### config.mk
export PLATFORM = sky130hd
export DESIGN_NAME = mc_ctrl_flat
export DESIGN_NICKNAME = d
export VERILOG_FILES = /design/src/rtl/mc_ctrl_if.sv /design/src/rtl/mc_ctrl.sv /design/src/flat_wrapper.sv
export SDC_FILE = /design/constraint.sdc
export NUM_CORES = 1
export LEC_CHECK = 0
export CAP_MARGIN = 15
export CORE_ASPECT_RATIO = 0.6
export CORE_MARGIN = 8
export CORE_UTILIZATION = 42
export DETAILED_ROUTE_END_ITERATION = 7
export PLACE_DENSITY = 0.76
export SLEW_MARGIN = 25
export SYNTH_ARGS = -nofsm -noshare
export SYNTH_HDL_FRONTEND = slang
export SYNTH_SLANG_ARGS = --single-unit
### constraint.sdc
create_clock -name clock -period 2.6 [get_ports clock]
set_input_delay 0.52 -clock clock [delete_from_list [all_inputs] [get_ports clock]]
set_output_delay 0.52 -clock clock [all_outputs]
set_load 0.02 [all_outputs]
### src/rtl/mc_ctrl_if.sv
// Control bus between the instruction decoder context and the multicycle controller.
// The master drives the instruction fields and the zero flag; the slave drives the datapath controls.
interface mc_ctrl_if;
  logic [5:0]  op;
  logic [5:0]  funct;
  logic        zero;
  logic        ir_write;
  logic        pc_write;
  logic        reg_write;
  logic        mem_write;
  logic        alu_src;
  logic        if_extend;
  logic [1:0]  reg_dst;
  logic [1:0]  memtoreg;
  logic [1:0]  s_npc;
  logic [4:0]  aluop;
  logic [2:0]  state;
  logic [31:0] retired;

  modport master (
    output op, funct, zero,
    input  ir_write, pc_write, reg_write, mem_write, alu_src, if_extend,
    input  reg_dst, memtoreg, s_npc, aluop, state, retired
  );

  modport slave (
    input  op, funct, zero,
    output ir_write, pc_write, reg_write, mem_write, alu_src, if_extend,
    output reg_dst, memtoreg, s_npc, aluop, state, retired
  );
endinterface

### src/rtl/mc_ctrl.sv
// Multicycle MIPS-subset control FSM with a retired-instruction counter.
// Optional macro MC_CTRL_ILLEGAL_TRAP_EN: unrecognised instructions halt instead of acting as NOPs.
module mc_ctrl (
  input  logic      clock,
  input  logic      reset,
  mc_ctrl_if.slave  io_mc
);

  localparam int unsigned W_OP  = 6;
  localparam int unsigned W_SEL = 2;
  localparam int unsigned W_ALU = 5;
  localparam int unsigned W_ST  = 3;
  localparam int unsigned W_CNT = 32;

  typedef enum logic [W_ST-1:0] {
    S_FETCH  = 3'd0,
    S_DECODE = 3'd1,
    S_EXEC   = 3'd2,
    S_MEM    = 3'd3,
    S_WB     = 3'd4,
    S_HALT   = 3'd5
  } state_t;

  typedef enum logic [3:0] {
    I_ADDU, I_SUBU, I_JR, I_ADDIU, I_ORI, I_LW, I_SW, I_BEQ, I_J, I_JAL, I_ILL
  } iclass_t;

  localparam logic [W_OP-1:0] OP_RTYPE = 6'h00;
  localparam logic [W_OP-1:0] OP_ADDIU = 6'h09;
  localparam logic [W_OP-1:0] OP_ORI   = 6'h0D;
  localparam logic [W_OP-1:0] OP_LW    = 6'h23;
  localparam logic [W_OP-1:0] OP_SW    = 6'h2B;
  localparam logic [W_OP-1:0] OP_BEQ   = 6'h04;
  localparam logic [W_OP-1:0] OP_J     = 6'h02;
  localparam logic [W_OP-1:0] OP_JAL   = 6'h03;

  localparam logic [W_OP-1:0] FN_ADDU  = 6'h21;
  localparam logic [W_OP-1:0] FN_SUBU  = 6'h23;
  localparam logic [W_OP-1:0] FN_JR    = 6'h08;

  localparam logic [W_SEL-1:0] RD_RT    = 2'd0;
  localparam logic [W_SEL-1:0] RD_RD    = 2'd1;
  localparam logic [W_SEL-1:0] RD_R31   = 2'd2;
  localparam logic [W_SEL-1:0] MTR_PC4  = 2'd0;
  localparam logic [W_SEL-1:0] MTR_ALU  = 2'd1;
  localparam logic [W_SEL-1:0] MTR_MEM  = 2'd2;
  localparam logic [W_SEL-1:0] NPC_PC4  = 2'd0;
  localparam logic [W_SEL-1:0] NPC_BR   = 2'd1;
  localparam logic [W_SEL-1:0] NPC_JUMP = 2'd2;
  localparam logic [W_SEL-1:0] NPC_RS   = 2'd3;

  localparam logic [W_ALU-1:0] ALU_ADD  = 5'd0;
  localparam logic [W_ALU-1:0] ALU_SUB  = 5'd1;
  localparam logic [W_ALU-1:0] ALU_OR   = 5'd2;

  state_t              r_state;
  state_t              w_next;
  iclass_t             w_iclass;
  logic [W_CNT-1:0]    r_retired;

  logic                w_ir_write;
  logic                w_pc_write;
  logic                w_reg_write;
  logic                w_mem_write;
  logic                w_alu_src;
  logic                w_if_extend;
  logic [W_SEL-1:0]    w_reg_dst;
  logic [W_SEL-1:0]    w_memtoreg;
  logic [W_SEL-1:0]    w_s_npc;
  logic [W_ALU-1:0]    w_aluop;

  // Instruction classification from the live op/funct fields.
  always_comb begin
    w_iclass = I_ILL;
    case (io_mc.op)
      OP_RTYPE: begin
        case (io_mc.funct)
          FN_ADDU: w_iclass = I_ADDU;
          FN_SUBU: w_iclass = I_SUBU;
          FN_JR:   w_iclass = I_JR;
          default: w_iclass = I_ILL;
        endcase
      end
      OP_ADDIU: w_iclass = I_ADDIU;
      OP_ORI:   w_iclass = I_ORI;
      OP_LW:    w_iclass = I_LW;
      OP_SW:    w_iclass = I_SW;
      OP_BEQ:   w_iclass = I_BEQ;
      OP_J:     w_iclass = I_J;
      OP_JAL:   w_iclass = I_JAL;
      default:  w_iclass = I_ILL;
    endcase
  end

  // State register.
  always_ff @(posedge clock or posedge reset) begin
    if (reset) begin
      r_state <= S_FETCH;
    end else begin
      r_state <= w_next;
    end
  end

  // Next-state logic.
  always_comb begin
    w_next = r_state;
    case (r_state)
      S_FETCH: w_next = S_DECODE;
      S_DECODE: begin
        case (w_iclass)
          I_J, I_JAL, I_JR: w_next = S_FETCH;
          I_ILL: begin
`ifdef MC_CTRL_ILLEGAL_TRAP_EN
            w_next = S_HALT;
`else
            w_next = S_FETCH;
`endif
          end
          default: w_next = S_EXEC;
        endcase
      end
      S_EXEC: begin
        case (w_iclass)
          I_LW, I_SW: w_next = S_MEM;
          I_BEQ:      w_next = S_FETCH;
          default:    w_next = S_WB;
        endcase
      end
      S_MEM:   w_next = (w_iclass == I_SW) ? S_FETCH : S_WB;
      S_WB:    w_next = S_FETCH;
      S_HALT:  w_next = S_HALT;
      default: w_next = S_FETCH;
    endcase
  end

  // Control outputs; all forced low while reset is held, including the FETCH ir_write.
  always_comb begin
    w_ir_write  = 1'b0;
    w_pc_write  = 1'b0;
    w_reg_write = 1'b0;
    w_mem_write = 1'b0;
    w_alu_src   = 1'b0;
    w_if_extend = 1'b0;
    w_reg_dst   = RD_RT;
    w_memtoreg  = MTR_PC4;
    w_s_npc     = NPC_PC4;
    w_aluop     = ALU_ADD;
    if (!reset) begin
      case (r_state)
        S_FETCH: w_ir_write = 1'b1;
        S_DECODE: begin
          case (w_iclass)
            I_J: begin
              w_pc_write = 1'b1;
              w_s_npc    = NPC_JUMP;
            end
            I_JAL: begin
              w_pc_write  = 1'b1;
              w_s_npc     = NPC_JUMP;
              w_reg_write = 1'b1;
              w_reg_dst   = RD_R31;
              w_memtoreg  = MTR_PC4;
            end
            I_JR: begin
              w_pc_write = 1'b1;
              w_s_npc    = NPC_RS;
            end
            I_ILL: begin
`ifdef MC_CTRL_ILLEGAL_TRAP_EN
              w_pc_write = 1'b0;
`else
              w_pc_write = 1'b1;
`endif
              w_s_npc    = NPC_PC4;
            end
            default: ;
          endcase
        end
        S_EXEC: begin
          case (w_iclass)
            I_ADDU: w_aluop = ALU_ADD;
            I_SUBU: w_aluop = ALU_SUB;
            I_ADDIU, I_LW, I_SW: begin
              w_alu_src   = 1'b1;
              w_if_extend = 1'b1;
              w_aluop     = ALU_ADD;
            end
            I_ORI: begin
              w_alu_src = 1'b1;
              w_aluop   = ALU_OR;
            end
            I_BEQ: begin
              w_aluop    = ALU_SUB;
              w_pc_write = 1'b1;
              w_s_npc    = io_mc.zero ? NPC_BR : NPC_PC4;
            end
            default: ;
          endcase
        end
        S_MEM: begin
          if (w_iclass == I_SW) begin
            w_mem_write = 1'b1;
            w_pc_write  = 1'b1;
          end
        end
        S_WB: begin
          w_reg_write = 1'b1;
          w_pc_write  = 1'b1;
          w_reg_dst   = (io_mc.op == OP_RTYPE) ? RD_RD : RD_RT;
          w_memtoreg  = (w_iclass == I_LW) ? MTR_MEM : MTR_ALU;
        end
        default: ;
      endcase
    end
  end

  // Retired count: one per pc_write cycle, wraps naturally.
  always_ff @(posedge clock or posedge reset) begin
    if (reset) begin
      r_retired <= '0;
    end else if (w_pc_write) begin
      r_retired <= r_retired + W_CNT'(1);
    end
  end

  assign io_mc.ir_write  = w_ir_write;
  assign io_mc.pc_write  = w_pc_write;
  assign io_mc.reg_write = w_reg_write;
  assign io_mc.mem_write = w_mem_write;
  assign io_mc.alu_src   = w_alu_src;
  assign io_mc.if_extend = w_if_extend;
  assign io_mc.reg_dst   = w_reg_dst;
  assign io_mc.memtoreg  = w_memtoreg;
  assign io_mc.s_npc     = w_s_npc;
  assign io_mc.aluop     = w_aluop;
  assign io_mc.state     = W_ST'(r_state);
  assign io_mc.retired   = r_retired;

endmodule

### src/flat_wrapper.sv
// flat-port wrapper written by rule: the top's interface ports become plain ports
module mc_ctrl_flat 
  (clock, reset, io_mc_op, io_mc_funct, io_mc_zero, io_mc_ir_write, io_mc_pc_write, io_mc_reg_write, io_mc_mem_write, io_mc_alu_src, io_mc_if_extend, io_mc_reg_dst, io_mc_memtoreg, io_mc_s_npc, io_mc_aluop, io_mc_state, io_mc_retired);
  mc_ctrl_if io_mc_i ();
  input  logic clock;
  input  logic reset;
  input wire logic [$bits(io_mc_i.op)-1:0] io_mc_op;
  input wire logic [$bits(io_mc_i.funct)-1:0] io_mc_funct;
  input wire logic [$bits(io_mc_i.zero)-1:0] io_mc_zero;
  output wire logic [$bits(io_mc_i.ir_write)-1:0] io_mc_ir_write;
  output wire logic [$bits(io_mc_i.pc_write)-1:0] io_mc_pc_write;
  output wire logic [$bits(io_mc_i.reg_write)-1:0] io_mc_reg_write;
  output wire logic [$bits(io_mc_i.mem_write)-1:0] io_mc_mem_write;
  output wire logic [$bits(io_mc_i.alu_src)-1:0] io_mc_alu_src;
  output wire logic [$bits(io_mc_i.if_extend)-1:0] io_mc_if_extend;
  output wire logic [$bits(io_mc_i.reg_dst)-1:0] io_mc_reg_dst;
  output wire logic [$bits(io_mc_i.memtoreg)-1:0] io_mc_memtoreg;
  output wire logic [$bits(io_mc_i.s_npc)-1:0] io_mc_s_npc;
  output wire logic [$bits(io_mc_i.aluop)-1:0] io_mc_aluop;
  output wire logic [$bits(io_mc_i.state)-1:0] io_mc_state;
  output wire logic [$bits(io_mc_i.retired)-1:0] io_mc_retired;
  assign io_mc_i.op = io_mc_op;
  assign io_mc_i.funct = io_mc_funct;
  assign io_mc_i.zero = io_mc_zero;
  assign io_mc_ir_write = io_mc_i.ir_write;
  assign io_mc_pc_write = io_mc_i.pc_write;
  assign io_mc_reg_write = io_mc_i.reg_write;
  assign io_mc_mem_write = io_mc_i.mem_write;
  assign io_mc_alu_src = io_mc_i.alu_src;
  assign io_mc_if_extend = io_mc_i.if_extend;
  assign io_mc_reg_dst = io_mc_i.reg_dst;
  assign io_mc_memtoreg = io_mc_i.memtoreg;
  assign io_mc_s_npc = io_mc_i.s_npc;
  assign io_mc_aluop = io_mc_i.aluop;
  assign io_mc_state = io_mc_i.state;
  assign io_mc_retired = io_mc_i.retired;
  mc_ctrl u_core (.clock(clock), .reset(reset), .io_mc(io_mc_i));
endmodule
==> results.toml, run 1 <==
[setup_path]
worst-path-buf-inv = 2
cpLargestDelayFamily = "compound AO/OA/AOI/OAI gates"
cpMaxStageDelayCell = "or4b_4"
worstPathArrival_ps = 2250
path_max_fanout = 2
crit_path_max_incr_delay_ps = 510
critPathCaptureType = "output port"
crit_path_cell_trace = "clkdlybuf4s15_1 -> or4b_4 -> a21o_1 -> a211o_1 -> o31a_1 -> nor3_2 -> buf_4"
critPathRequiredTime_ps = 2080
worst_setup_path_start_kind = "primary input"
setup.worst_path.class = "in2out"

[route]
num_vias = 2190
drtIter0Drc = 185
firstDrtPassIters = 5
wl_mm = 6.87
vias_per_cell = 5.42
drc = 0
ant_nets = 0
avgRoutedWirePerCell_um = 17.0

[placement]
io_buffers = 63
hpwl_mm = 5.21
gp_congestion = 0.925
dpl.cell_count = 391

[synth]
async_flop_share = 1.00
ys_seq_elements = 35
yosys-top-cells-area = "dfrtp_1, xnor2_1, xor2_1, nand4_1, and3_1"
netlist.area_leader.share = 0.409
synth_cell_types = 50
yosysSeqAreaShare = 0.409
synth_cells = 234
synth_ff_type = "dfrtp_1"
yosysWarnings = 0
synth_edf_count = 0
synth_area_mm2 = 0.00214
synth_area_per_cell_um2 = 9.15
synth_area_leader_cell = "dfrtp_1"

[sta]
setup_total_negative_slack_ps = -171
fmaxAchievable_mhz = 361
period_needed_ps = 2770
finalCritPeriodShare = 1.07
finalClockSkew_ps = 6.74
setup_viol = 1
hold_viol = 0
grt_setup_unrepaired = "true"
report.final.slew_viol_count = 0
relSlewSlack = 0.630
tightest_slew_ps = 555
setup_ws_ps = -171

[clock_network]
cts_tree = "done"
numCtsBuffers = 5
ctsHoldBuffers = 0
clkTransAtPathRegs_ps = 70
clockBufferDepth = 2
insertion_delay_ps = 280
cts-root-buf = "clkbuf_8"
htreeDepth = 2
clock-sinks = 35

[floorplan]
core_area_mm2 = 0.00498
fp-row-count = 20
die_w_um = 108
die_h_um = 71.3
dieArea_mm2 = 0.00772
start_util = 0.430
ios = 67

[global_route]
grt-ovfl-total = 0
grt_antenna_before_repair = 0
grt_pass1_wl_mm = 11.1
grt_use_total = 0.181
grt_pass1_vias = 2156
grt_start_max_net_pins = 36

[power]
powerDensity_mw_per_mm2 = 553
p_leak_nw = 1.55
peakVddDrop_v = 0.000324

[final_layout]
drive_gt1_frac = 0.269
final_common_cell = "buf_4"
nets = 353
syn_to_final_growth_pct = 52.8
post-route-util = 0.657
layout.cells.most_common_list = "buf_4, clkdlybuf4s50_1, dfrtp_1, xnor2_1"
num_antenna_cells = 0
fin_cells = 404

[worst_hold_path]
min_path_type = "reg2reg"

[run]
maxCapViolCount = 0

[status]
violations = "negative setup slack"
outcome = "finished, violations left"
==> logic make-up after synthesis <==
group	Yosys count	synth area share
flip-flops	35	0.409
XOR/XNOR	32	0.131
buffers and inverters	24	0.0625
adder cells (fa/ha/maj)	1	0.00584
other	1	0.00175
AO/OA/AOI/OAI	26	0.0870
AND/OR/NAND/NOR	115	0.303
==> synth_stat cells, drive strengths merged, types with 3 or more instances <==
master and count:
a21oi 7, nand3 13, dfrtp 35, inv 6
nor2 16, nor2b 3, buf 12, a21o 3
xor2 13, nand4 17, nand2 17, and2 3
nor4 4, nor3 15, clkbuf 5, xnor2 19
and3 12
==> final timing paths <==
check	to	startpoint	slack, ps	cells after the start
max reg2reg	u_core.io_mc.retired[22]	u_core.io_mc.state[2]	540	7
max	io_mc_s_npc[0]	io_mc_funct[1]	-170	7
max in group asynchronous	u_core.io_mc.retired[0]	reset	1250	5
min in group asynchronous	u_core.io_mc.retired[4]	reset	1030	5
min reg2reg	u_core.io_mc.retired[31]	u_core.io_mc.retired[31]	470	1
min	u_core.io_mc.retired[31]	u_core.io_mc.retired[31]	470	1
==> report_power, final <==
part / total (W) / internal (W) / switching (W)
clock: 0.000377 / 0.000188 / 0.000189
sequential: 0.000672 / 0.000608 / 0.0000643
combinational: 0.000761 / 0.000330 / 0.000430
total: 0.00181 / 0.00113 / 0.000684
==> worst reg2reg max path: stages (launching register included) <==
cell and delay (ps):
dfrtp_1 470, nor2b_1 230, and2_1 210, a21boi_0 110
o2111a_2 200, buf_4 210, nor4_1 370, xor2_1 180
==> area by class of cell <==
| class | count | area [um^2] |
|---|---|---|
| flip-flops and latches | 35 | 876 |
| clock inverters | 1 | 5.00 |
| multi-input cells | 177 | 1240 |
| clock buffers | 7 | 76.3 |
| inverters | 7 | 28.8 |
| well taps | 66 | 82.6 |
| fillers | 422 | 1710 |
| repair buffers | 111 | 965 |
==> registers in the layout, indices dropped and copies added, names as in the netlist <==
signal	cells
u_core.io_mc.retired	32
u_core.io_mc.state	3
==> layer usage <==
layer	up-vias	wire length, um	track usage
li1	1030	-	-
met1	1047	3400	0.260
met2	109	2810	0.257
met3	4	619	0.0546
met4	0	40	0.0413
met5	-	0	0
==> what timing repair did <==
action                                  CTS  global route
pin swaps                                11            11
endpoints found under the setup margin   43             8
gates resized for setup                  95            17
buffers inserted                          4             1
==> per-stage QoR <==
step	hold slack (ps)	total power (W)	area [um^2]	worst slack, ps
2_1_floorplan	578	0.00110	2160	-156
3_3_place_gp	466	0.00140	3090	-1060
3_5_place_dp	467	0.00141	3090	-1130
4_1_cts	478	0.00179	3220	-340
5_1_grt	505	0.00190	3270	-232
6_report	469	0.00181	3270	-171
Note: power is estimated with default switching activity, not from simulation.
==> run 2: changes to the inputs <==
--- a/config.mk
+++ b/config.mk
@@ -6,11 +6,14 @@
 export NUM_CORES = 1
 export LEC_CHECK = 0
 export CAP_MARGIN = 15
+export CELL_PAD_IN_SITES_DETAIL_PLACEMENT = 1
+export CELL_PAD_IN_SITES_GLOBAL_PLACEMENT = 1
 export CORE_ASPECT_RATIO = 0.6
 export CORE_MARGIN = 8
-export CORE_UTILIZATION = 42
+export CORE_UTILIZATION = 31
 export DETAILED_ROUTE_END_ITERATION = 7
-export PLACE_DENSITY = 0.76
+export PLACE_DENSITY_LB_ADDON = 0.1
+export SETUP_SLACK_MARGIN = 0.1
 export SLEW_MARGIN = 25
 export SYNTH_ARGS = -nofsm -noshare
 export SYNTH_HDL_FRONTEND = slang
==> run 2 against run 1 <==
Effect of this change:
- cell area rose by 7.0%
- worst hold slack worse by 6.0 ps
- the run still ends with negative setup slack left
- critical path type unchanged
- power increased by 13%
- fmax fell by 6.1%
- utilization shrank 13 points
- cell count rose by 5.9%
- sequential power increased by 1%
- die area up 28%
==> results.toml, run 2 (same netlist as run 1, synthesis figures left out) <==
[sta]
period_needed_ps = 2950
report.final.slew_viol_count = 0
hold_viol = 0
hold_ws_ps = 463
finalClockSkew_ps = 2.77
setup_ws_ps = -349
fmaxAchievable_mhz = 339
relSlewSlack = 0.643
grt_setup_unrepaired = "true"
finalCritPeriodShare = 1.13
setup_viol = 4
tightest_slew_ps = 535

[placement]
gp_congestion = 0.810
hpwl_mm = 5.65
io_buffers = 63

[clock_network]
clockBufferDepth = 2
insertion_delay_ps = 270
clkTransAtPathRegs_ps = 50
cts-root-buf = "clkbuf_16"
cts_tree = "done"
htreeDepth = 2
clock-sinks = 35
numCtsBuffers = 5

[setup_path]
critPathRequiredTime_ps = 2080
path_max_fanout = 3
cp-startpoint = "io_mc_op[5]"
worstPathArrival_ps = 2430
setup.worst_path.class = "in2out"
critPathCaptureType = "output port"
worst_setup_path_start_kind = "primary input"
r2r_start = "u_core.io_mc.state[2]"

[global_route]
grt_pass1_wl_mm = 12.1
grt_pass1_vias = 2251
grt_use_total = 0.154
grt_antenna_before_repair = 0
grt-ovfl-total = 0
grt_start_max_net_pins = 36

[floorplan]
core_area_mm2 = 0.00668
start_util = 0.321
fp-row-count = 23
dieArea_mm2 = 0.00991
die_w_um = 123
ios = 67
die_h_um = 80.4

[status]
violations = "negative setup slack"
outcome = "finished, violations left"

[final_layout]
multi_input_area_mm2 = 0.00132
syn_to_final_growth_pct = 63.5
post-route-util = 0.525
drive_gt1_frac = 0.311
final_common_cell = "buf_4"
register_area_um2 = 876
nFillCells = 779
nets = 356
largest_reg_flops = 32
num_antenna_cells = 0
layout.cells.most_common_list = "buf_4, clkdlybuf4s50_1, dfrtp_1, xnor2_1"

[power]
p_leak_nw = 1.61
peakVddDrop_v = 0.000521
powerDensity_mw_per_mm2 = 584

[run]
maxCapViolCount = 0

[route]
ant_nets = 0
drtIter0Drc = 104
wl_mm = 7.67
firstDrtPassIters = 4
num_vias = 2144
vias_per_cell = 5.01
drc = 0
avgRoutedWirePerCell_um = 17.9

[worst_hold_path]
min_path_type = "reg2reg"
hp-start = "u_core.io_mc.retired[31]"
[run 2: cell count changes in the layout (fill, tap and decap cells not counted), sizes merged]
cell           delta
buf               +2
clkbuf            +4
clkdlybuf4s15     -2
clkdlybuf4s50     -1
clkinv            +1
inv               -1
[run 2: metrics by stage]
stage	cell area (um^2)	worst slack [ps]	total power [W]	setup TNS, ps	instances
after global routing	3500	-453	0.00216	-1260	428
final	3500	-349	0.00205	-847	428
after detailed placement	3080	-1190	0.00142	-23220	405
after floorplan	2180	-97.1	0.00112	-97.1	236
after CTS	3340	-381	0.00201	-589	421
after global placement	3080	-1140	0.00140	-20350	405
[run 2: final timing paths]
check,end,depth (start not counted),slack [ps]
setup / recovery,io_mc_s_npc[0],10,-350
hold / removal,u_core.io_mc.retired[31],1,460
setup reg to reg,u_core.io_mc.retired[22],6,550
hold reg to reg,u_core.io_mc.retired[31],1,460
max in group asynchronous,u_core.io_mc.retired[16],4,1550
min in group asynchronous,u_core.io_mc.state[0],4,730
[run 2: timing repair]
| action | in CTS | in global routing |
|---|---|---|
| buffers inserted | 8 | 8 |
| gates resized for setup | 105 | 42 |
| pin swaps | 13 | 13 |
| endpoints found under the setup margin | 46 | 20 |
| hold buffers | 0 | 0 |
[run 2: cell type report]
class	instances	share of cell area
well taps	87	0.0311
repair buffers	114	0.295
flip-flops and latches	35	0.250
clock inverters	1	0.00143
multi-input cells	177	0.376
inverters	7	0.00893
clock buffers	7	0.0379
[run 2: power by group]
group          leakage, nW  internal, W  total [W]  switching (W)
sequential           0.474     0.000608   0.000679      0.0000705
clock               0.0679     0.000354   0.000562       0.000209
combinational         1.07     0.000353   0.000804       0.000451
total                 1.61      0.00132    0.00205       0.000730
[run 2: critical path: stages]
cell	delay [ps]
buf_8	100
buf_6	120
buf_4	130
nand2b_1	130
a31o_1	220
a221o_1	340
a211o_1	330
o31a_1	280
nor3_4	120
buf_6	140
[run 2: metal layers]
layer,wire length (um),global-route usage
met2,3350,0.231
met3,471,0.0406
met5,0,0
met1,3800,0.220
met4,48,0.0251
